===== src/rtl/snn_pkg.sv =====
// Shared types and constants for the spiking-neuron monitor blocks.
// Holds the monitor FSM encoding, default widths and saturation values.
// No logic; imported by the monitor top and its ISI tracker.
package snn_pkg;

  typedef enum logic {
    IDLE = 1'b0,
    RUN  = 1'b1
  } state_t;

  localparam int DEF_WIN_W = 16;
  localparam int DEF_CNT_W = 8;
  localparam int DEF_ISI_W = 8;

  // All-ones saturation values for the default result widths
  localparam logic [DEF_CNT_W-1:0] CNT_SAT = '1;
  localparam logic [DEF_ISI_W-1:0] ISI_SAT = '1;

endpackage


===== src/rtl/spike_isi_tracker.sv =====
// Tracks inter-spike distance and its running minimum within one window.
// Latency: isi_min_nxt_o is combinational and includes the current cycle's spike.
// Backpressure: none; updates every RUN cycle, cleared synchronously by clr_i.
module spike_isi_tracker
  import snn_pkg::*;
#(
  parameter int ISI_W = DEF_ISI_W
) (
  input  logic             clk,
  input  logic             rst_n,
  input  logic             run_i,
  input  logic             clr_i,
  input  logic             spike_i,
  output logic [ISI_W-1:0] isi_min_nxt_o
);

  localparam logic [ISI_W-1:0] SAT = '1;
  localparam logic [ISI_W-1:0] ONE = ISI_W'(1);

  logic [ISI_W-1:0] isi_cnt_q, isi_cnt_d, isi_cnt_upd;
  logic [ISI_W-1:0] isi_min_q, isi_min_d, isi_min_upd;
  logic             seen_q, seen_d;

  // Per-cycle update; the clear is applied after the update so the closing
  // cycle of a window still contributes to the published minimum.
  always_comb begin
    isi_cnt_upd = spike_i ? ONE : ((isi_cnt_q == SAT) ? SAT : isi_cnt_q + ONE);
    isi_min_upd = (spike_i && seen_q && (isi_cnt_q < isi_min_q)) ? isi_cnt_q : isi_min_q;
    isi_min_nxt_o = run_i ? isi_min_upd : isi_min_q;
    isi_cnt_d = isi_cnt_q;
    isi_min_d = isi_min_q;
    seen_d    = seen_q;
    if (clr_i) begin
      isi_cnt_d = '0;
      isi_min_d = SAT;
      seen_d    = 1'b0;
    end else if (run_i) begin
      isi_cnt_d = isi_cnt_upd;
      isi_min_d = isi_min_upd;
      seen_d    = seen_q | spike_i;
    end
  end

  // Tracker state registers
  always_ff @(posedge clk or negedge rst_n) begin
    if (!rst_n) begin
      isi_cnt_q <= '0;
      isi_min_q <= SAT;
      seen_q    <= 1'b0;
    end else begin
      isi_cnt_q <= isi_cnt_d;
      isi_min_q <= isi_min_d;
      seen_q    <= seen_d;
    end
  end

endmodule


===== src/rtl/spike_rate_monitor.sv =====
// Windowed spike-rate / min-ISI monitor; SPIKE_PEAK_EN adds per-window peak state.
// Latency: result visible 1 cycle after the last cycle of a window.
// Backpressure: single-entry valid/ready buffer; a result that finds it full is dropped and overrun_o sticks.
module spike_rate_monitor
  import snn_pkg::*;
#(
  parameter int WIN_W = DEF_WIN_W,
  parameter int CNT_W = DEF_CNT_W,
  parameter int ISI_W = DEF_ISI_W
) (
  input  logic             clk,
  input  logic             rst_n,
  input  logic             enable_i,
  input  logic [WIN_W-1:0] win_len_i,
  input  logic             spike_i,
  input  logic [7:0]       state_i,
  output logic [CNT_W-1:0] rate_o,
  output logic [ISI_W-1:0] isi_min_o,
  output logic [7:0]       peak_o,
  output logic             out_valid_o,
  input  logic             out_ready_i,
  output logic             overrun_o,
  output logic             active_o
);

  localparam logic [WIN_W-1:0] WIN_ONE = WIN_W'(1);
  localparam logic [CNT_W-1:0] CNT_ONE = CNT_W'(1);
  localparam logic [CNT_W-1:0] CNT_MAX = '1;

  state_t           state_q, state_d;
  logic [WIN_W-1:0] win_len_q, win_len_d;
  logic [WIN_W-1:0] elapsed_q, elapsed_d;
  logic [CNT_W-1:0] cnt_q, cnt_d, cnt_upd;
  logic [CNT_W-1:0] rate_q, rate_d;
  logic [ISI_W-1:0] isi_out_q, isi_out_d, isi_min_nxt;
  logic             out_valid_q, out_valid_d;
  logic             overrun_q, overrun_d;
  logic             run, last, start, win_clr, load;

  spike_isi_tracker #(.ISI_W(ISI_W)) u_isi (
    .clk          (clk),
    .rst_n        (rst_n),
    .run_i        (run),
    .clr_i        (win_clr),
    .spike_i      (spike_i),
    .isi_min_nxt_o(isi_min_nxt)
  );

  // FSM next state, window counting and result-buffer handshake
  always_comb begin
    run     = (state_q == RUN);
    last    = run && (elapsed_q == win_len_q - WIN_ONE);
    start   = (state_q == IDLE) && enable_i;
    win_clr = start || last;
    // A slot is free if empty or being drained this very cycle
    load    = last && (!out_valid_q || out_ready_i);
    cnt_upd = (spike_i && (cnt_q != CNT_MAX)) ? cnt_q + CNT_ONE : cnt_q;

    state_d     = state_q;
    win_len_d   = win_len_q;
    elapsed_d   = elapsed_q;
    cnt_d       = cnt_q;
    rate_d      = rate_q;
    isi_out_d   = isi_out_q;
    out_valid_d = out_valid_q;
    overrun_d   = overrun_q;

    case (state_q)
      IDLE:    if (enable_i)  state_d = RUN;
      RUN:     if (!enable_i) state_d = IDLE;
      default: state_d = IDLE;
    endcase

    if (start || (last && enable_i))
      win_len_d = (win_len_i == '0) ? WIN_ONE : win_len_i;

    if (win_clr) begin
      elapsed_d = '0;
      cnt_d     = '0;
    end else if (run) begin
      elapsed_d = elapsed_q + WIN_ONE;
      cnt_d     = cnt_upd;
    end

    if (start)
      overrun_d = 1'b0;
    else if (last && !load)
      overrun_d = 1'b1;

    if (load) begin
      rate_d      = cnt_upd;
      isi_out_d   = isi_min_nxt;
      out_valid_d = 1'b1;
    end else if (out_valid_q && out_ready_i) begin
      out_valid_d = 1'b0;
    end
  end

  // State, counters and result buffer
  always_ff @(posedge clk or negedge rst_n) begin
    if (!rst_n) begin
      state_q     <= IDLE;
      win_len_q   <= '0;
      elapsed_q   <= '0;
      cnt_q       <= '0;
      rate_q      <= '0;
      isi_out_q   <= '1;
      out_valid_q <= 1'b0;
      overrun_q   <= 1'b0;
    end else begin
      state_q     <= state_d;
      win_len_q   <= win_len_d;
      elapsed_q   <= elapsed_d;
      cnt_q       <= cnt_d;
      rate_q      <= rate_d;
      isi_out_q   <= isi_out_d;
      out_valid_q <= out_valid_d;
      overrun_q   <= overrun_d;
    end
  end

`ifdef SPIKE_PEAK_EN
  logic [7:0] peak_acc_q, peak_acc_d, peak_upd, peak_q, peak_d;

  // Running maximum of membrane state, published with the other results
  always_comb begin
    peak_upd   = (state_i > peak_acc_q) ? state_i : peak_acc_q;
    peak_acc_d = peak_acc_q;
    peak_d     = peak_q;
    if (win_clr)  peak_acc_d = '0;
    else if (run) peak_acc_d = peak_upd;
    if (load)     peak_d = peak_upd;
  end

  // Peak accumulator and published peak
  always_ff @(posedge clk or negedge rst_n) begin
    if (!rst_n) begin
      peak_acc_q <= '0;
      peak_q     <= '0;
    end else begin
      peak_acc_q <= peak_acc_d;
      peak_q     <= peak_d;
    end
  end

  assign peak_o = peak_q;
`else
  logic unused_state;
  assign unused_state = ^state_i;
  assign peak_o       = '0;
`endif

  assign rate_o      = rate_q;
  assign isi_min_o   = isi_out_q;
  assign out_valid_o = out_valid_q;
  assign overrun_o   = overrun_q;
  assign active_o    = run;

endmodule


===== config.mk =====
export PLATFORM = sky130hd
export DESIGN_NAME = spike_rate_monitor
export DESIGN_NICKNAME = d
export VERILOG_FILES = /design/src/rtl/snn_pkg.sv /design/src/rtl/spike_isi_tracker.sv /design/src/rtl/spike_rate_monitor.sv
export SDC_FILE = /design/constraint.sdc
export NUM_CORES = 1
export LEC_CHECK = 0
export ABC_AREA = 1
export CAP_MARGIN = 20
export CORE_MARGIN = 2
export CORE_UTILIZATION = 55
export CTS_BUF_LIST = sky130_fd_sc_hd__clkbuf_4 sky130_fd_sc_hd__clkbuf_8
export CTS_CLUSTER_SIZE = 25
export DETAILED_ROUTE_END_ITERATION = 16
export HOLD_SLACK_MARGIN = 0.03
export PLACE_DENSITY = 0.85
export SLEW_MARGIN = 0
export SYNTH_ARGS = -nofsm -noshare
export SYNTH_HDL_FRONTEND = slang
export SYNTH_HIERARCHICAL = 1
export SYNTH_SLANG_ARGS = --single-unit

===== constraint.sdc =====
create_clock -name clk -period 2.9 [get_ports clk]
set_input_delay 0.29 -clock clk [delete_from_list [all_inputs] [get_ports clk]]
set_output_delay 0.29 -clock clk [all_outputs]
set_load 0.005 [all_outputs]

* Yosys cells after proc, flatten, opt, wreduce, memory -nomap -nowiden *
Cells that the tools add are included.

cells by class
  $add $sub $neg = 4
  magnitude comparators = 1
  equality and inequality tests = 3
  multiplexer cells = 20
  bitwise gates (word level) = 2
  reductions and logical operators = 18

operators by type and width
  cell                                                number
  two-way mux 8 bit                                   10
  two-way mux 16 bit                                  3
  adder 16 x 1 -> 16 bit, second input constant       1
  adder 8 x 1 -> 8 bit, second input constant         2
  == test 16 bit                                      1
  logical NOT 16 bit                                  1
  subtractor 16 x 1 -> 16 bit, second input constant  1
  logical AND 1 bit                                   9
  == test 8 bit, second input constant                1
  less-than comparator 8 bit                          1
  inequality test 8 bit, second input constant        1
  two-way mux 1 bit                                   7
  nonzero test 2 bit                                  3
  logical OR 1 bit                                    3
  logical NOT 1 bit                                   2
  inverter 1 bit                                      1
  bitwise OR 1 bit                                    1

word-level totals
  flip-flop bits (word level) = 76
  bits of input ports = 29
  output and inout port bits = 27
  word-level logic and storage cells = 59

* Logic depth before layout (Yosys ltp) *
  word-level depth = 8
  mapped depth = 17
  gate-level depth less buffers = 17

* Hierarchy *
The synthesis kept the hierarchy.

by module, submodules not included
  module              instances  cells an instance  area an instance (um2)  sequential area each (um2)
  spike_rate_monitor  1          528                3852.4                  1486.4
  spike_isi_tracker   1          139                1063.5                  435.4

* Least setup slack after synthesis *
Ideal clock, no wire load.

  path kind = register to register
  start point = reg win_len_q[0]
  end point = reg u_isi.isi_cnt_q[7]
  library setup time = 0.083 ns
  arrival time = 2.237 ns
  required time = 2.817 ns
  slack = 0.580 ns
  stages on the path, launching flop included = 17
  buffers on the path = 0
  clock period less this slack = 2.320 ns
  path through = dfrtp_1 inv_2 ha_1 nand3_2 nor2_2 nand2_1 nand3_1 nand2_1 nand3_1 inv_1 nand3_1 nand2_1 inv_1 nand3_1 a41oi_1 nand2_1 o21ai_0

on the way
  longest elaborated chain between the ends = 5
  elaborated cells between the ends (all ways) = 6
  those cells by class = add/sub (1); eq/ne (1); mux (1); reduce/logical (3)

ends and longest elaborated chain
  what                                                            RTL line                   RTL
  from (decl)                                                     spike_rate_monitor.sv:31   logic [WIN_W-1:0] win_len_q, win_len_d;
  from (signal assigned)                                          spike_rate_monitor.sv:112  win_len_q <= win_len_d;
  subtractor 16 x 1 -> 16 bit (*)                                 spike_rate_monitor.sv:52   last = run && (elapsed_q == win_len_q - WIN_ONE);
  == test 16 bit (*)                                              spike_rate_monitor.sv:52
  logical AND 1 bit (*)                                           spike_rate_monitor.sv:52
  logical OR 1 bit (*)                                            spike_rate_monitor.sv:54   win_clr = start || last;
  named net win_clr                                               spike_rate_monitor.sv:38   logic run, last, start, win_clr, load;
  two-way mux 8 bit / nonzero test 2 bit (equally long branches)  n/a
  to (signal assigned)                                            spike_isi_tracker.sv:51    isi_cnt_q <= isi_cnt_d;
  to (decl)                                                       spike_isi_tracker.sv:20    logic [ISI_W-1:0] isi_cnt_q, isi_cnt_d, isi_cnt_upd;

Mark *: on every way through the listed nets, which the timed path passes. The rest lies on a longest branch.
A chain may end at the register's enable or synchronous reset.

* Worst setup path in the final report *
Ends and elaborated chain as after synthesis.

==> impl_metrics.tcl <==
set metrics [dict create \
    fillers 721 \
    synth_cells 667 \
    cp.arrival_ns 2.92 \
    die_h_um 98.5 \
    pwr-share-seq_pct 45.4 \
    start_kind "flip-flop" \
    postLayoutCellArea_mm2 0.00555 \
    power_density_mw_per_mm2 493 \
    ys_dominant_reg_cell "dfrtp_1" \
    htree_num_levels 3 \
    die_w_um 98.5 \
    drv_slew 0 \
    r2r-start "win_len_q[0]$_DFFE_PN0P_" \
    synth_top_area_share_pct 30.5 \
    clock-root-buffer "clkbuf_8" \
    track_usage_pct 25.0 \
    rsz0062_at_grt "no" \
    synth_seq_cells 76 \
    grt_pass1_wl_um 20100 \
    holdCritPathClass "primary input to asynchronous set/reset pin" \
    via_count 4478 \
    cts_hold_buf 0 \
    most-common-layout-cells "nand2_1, nand3_1, inv_1, nor2_1, dfrtp_1" \
    antenna_cells 0 \
    core_mm2 0.00868 \
    area_delta_synth_final_pct 12.8 \
    slew_headroom_pct 35.2 \
    r2r_end "u_isi/isi_cnt_q[7]$_DFFE_PN0P_" \
    synth_edf_count 0 \
    regArea_mm2 0.00192 \
    final_common_cell "nand2_1" \
    intPower_mw 1.85 \
    cap_violations 0 \
    cts_made_buffers 9 \
    antenna_found_initial 0 \
    netSwitchingFraction_pct 32.3 \
    cts_tree "yes" \
    finalSetupViolCount 0 \
    layout.nets 749 \
    crit_fanout 7 \
    fin_worst_skew_ns 0.0116 \
    clk_latency_ns 0.35 \
    cts_setup_buffers 0 \
    grt_pass1_vias 4450 \
    cts_buffer_depth 2 \
    ant_nets 0 \
    finalSetupTns_ns 0 \
    layout-drive-gt1-share_pct 11.2 \
    routed_wl_um 11600 \
    p_switching_mw 0.883 \
    clkTransAtPathRegs_ns 0.09 \
    p_comb_share_pct 20.7 \
    min_period_ns 2.69 \
    synth_top_area_cell "dfrtp_1" \
    ys_async_sr_fraction_pct 100 \
    remaining_drc_errors 0 \
    hpwl_um 8510 \
    yosysSeqAreaShare_pct 39.1 \
    grt_max_degree 77 \
    synth.distinct_cells 40 \
    status "finished, final reports clean" \
    max_freq_ghz 0.372 \
    required_ns 3.13 \
    drtPass1Iterations 5 \
    vdd_drop_max_uv 303 \
    tightest_slew_ns 0.973 \
    post_cts_resize_count 0 \
    io_pins 56 \
    placed_area_mm2 0.00532 \
    p_leak_nw 2.84 \
    finalCritPeriodShare_pct 92.7 \
    finalHoldViolations 0 \
    synthesis.area_mm2 0.00492 \
    routed_via_density 5.45 \
    num_rows 34 \
    avgSynthCellArea_um2 7.37 \
    yosysWarnings 6 \
    gr-total-overflow 0 \
    wl_per_cell_um 14.2 \
    crit_type "flip-flop to flip-flop" \
    start_util_pct 56.6 \
    cp-end-kind "flip-flop" \
    synthTopCellsByArea "dfrtp_1, nand2_1, nand3_1" \
    multi_input_area_mm2 0.00252 \
    pwr-share-clk_pct 33.9 \
    clkSinkCount 76 \
    die_area_mm2 0.00971 \
    drt-initial-drc-count 292 \
    portBuffers 39 \
    worstRegToRegCells 17 \
    r2r_slack_ns 0.21 \
    gp_congestion 0.863 \
]
## area by class of cell
| class | count | area share [%] |
|---|---|---|
| clock buffer | 9 | 2.23 |
| clock inverter | 7 | 1.76 |
| inverter | 84 | 5.69 |
| multi-input combinational | 493 | 45.4 |
| sequential | 76 | 34.7 |
| tap | 108 | 2.44 |
| timing repair buffer | 45 | 7.81 |
## worst max path at each step
stage,startpoint,to,slack (ns),cells after the start
6_report,win_len_q[0]$_DFFE_PN0P_,u_isi/isi_cnt_q[7]$_DFFE_PN0P_,0.21,17
5_1_grt,win_len_q[0]$_DFFE_PN0P_,u_isi/isi_cnt_q[7]$_DFFE_PN0P_,0.04,17
4_1_cts,win_len_q[0]$_DFFE_PN0P_,u_isi/isi_cnt_q[7]$_DFFE_PN0P_,0.22,17
3_5_place_dp,win_len_q[0]$_DFFE_PN0P_,u_isi/isi_cnt_q[7]$_DFFE_PN0P_,0.22,17
3_3_place_gp,win_len_q[0]$_DFFE_PN0P_,u_isi/isi_cnt_q[7]$_DFFE_PN0P_,0.38,16
2_1_floorplan,win_len_q[0]$_DFFE_PN0P_,u_isi/isi_cnt_q[7]$_DFFE_PN0P_,0.58,16
## sequential cells by signal, summed over array words and instances (netlist names)
signal           count
u_isi/seen_q         1
rate_o               8
overrun_o            1
u_isi/isi_cnt_q      8
cnt_q                8
elapsed_q           16
isi_min_o            8
win_len_q           16
out_valid_o          1
u_isi/isi_min_q      8
active_o             1
## synthesized netlist by cell type, drive strengths merged (6+ instances only)
library cell	number
nor4	8
a21oi	8
xor2	15
nor2	79
nand4	6
nand3	95
nor3	10
clkbuf	7
o21ai	27
nand2	203
xnor2	8
dfrtp	60
buf	14
ha	11
inv	83
dfstp	16
## metal layers
metal / global-route usage [%] / routed length (um) / up-vias / part of all wire (%)
li1: - / - / 2198 / -
met1: 31.5 / 5010 / 2135 / 43
met2: 42.8 / 5850 / 128 / 50
met3: 5.25 / 573 / 17 / 4.9
met4: 8.32 / 210 / 0 / 1.8
met5: 0 / 0 / - / 0
## metrics by stage
step / std cells / setup WS, ns / util (%) / power, mW / hold WS, ns
final: 822 / 0.211 / 63.9 / 2.73 / 0.0846
after global routing: 822 / 0.0368 / 63.9 / 2.89 / 0.162
after CTS: 822 / 0.215 / 63.9 / 2.74 / 0.119
after detailed placement: 806 / 0.221 / 61.3 / 1.82 / 0.458
after global placement: 806 / 0.384 / 61.3 / 1.79 / 0.456
after floorplan: 674 / 0.580 / - / 1.66 / -0.00559
## power by group through the flow
stage / clock network [mW] / logic (mW) / registers, mW
after detailed placement: 0 / 0.563 / 1.26
after global placement: 0 / 0.534 / 1.25
after floorplan: 0 / 0.427 / 1.24
after global routing: 0.985 / 0.646 / 1.26
final: 0.926 / 0.567 / 1.24
after CTS: 0.936 / 0.568 / 1.24
## cell families (layout without fill, tap and decap cells)
| family | after synthesis | count (layout) | share of synthesized area [%] |
|---|---|---|---|
| buffers and inverters | 105 | 145 | 10.2 |
| AND/OR/NAND/NOR | 408 | 408 | 38.9 |
| AO/OA/AOI/OAI | 43 | 43 | 4.79 |
| flip-flops | 76 | 76 | 39.1 |
| other | 1 | 8 | 0.0763 |
| XOR/XNOR | 23 | 23 | 4.10 |
| adder cells (fa/ha/maj) | 11 | 11 | 2.80 |
## worst max-delay path, stage by stage (launching register included)
cell	delay, ns
dfrtp_1	0.43
inv_2	0.12
ha_1	0.27
nand3_2	0.15
nor2_1	0.23
o21ai_0	0.15
nand2_1	0.11
nand2_1	0.05
nor2_1	0.09
nand3_1	0.14
inv_1	0.08
nand3_1	0.12
nand2_1	0.10
inv_1	0.06
nand3_1	0.23
a41oi_1	0.08
nand2_1	0.08
o21ai_0	0.07
Power figures use the tool's default switching activity.
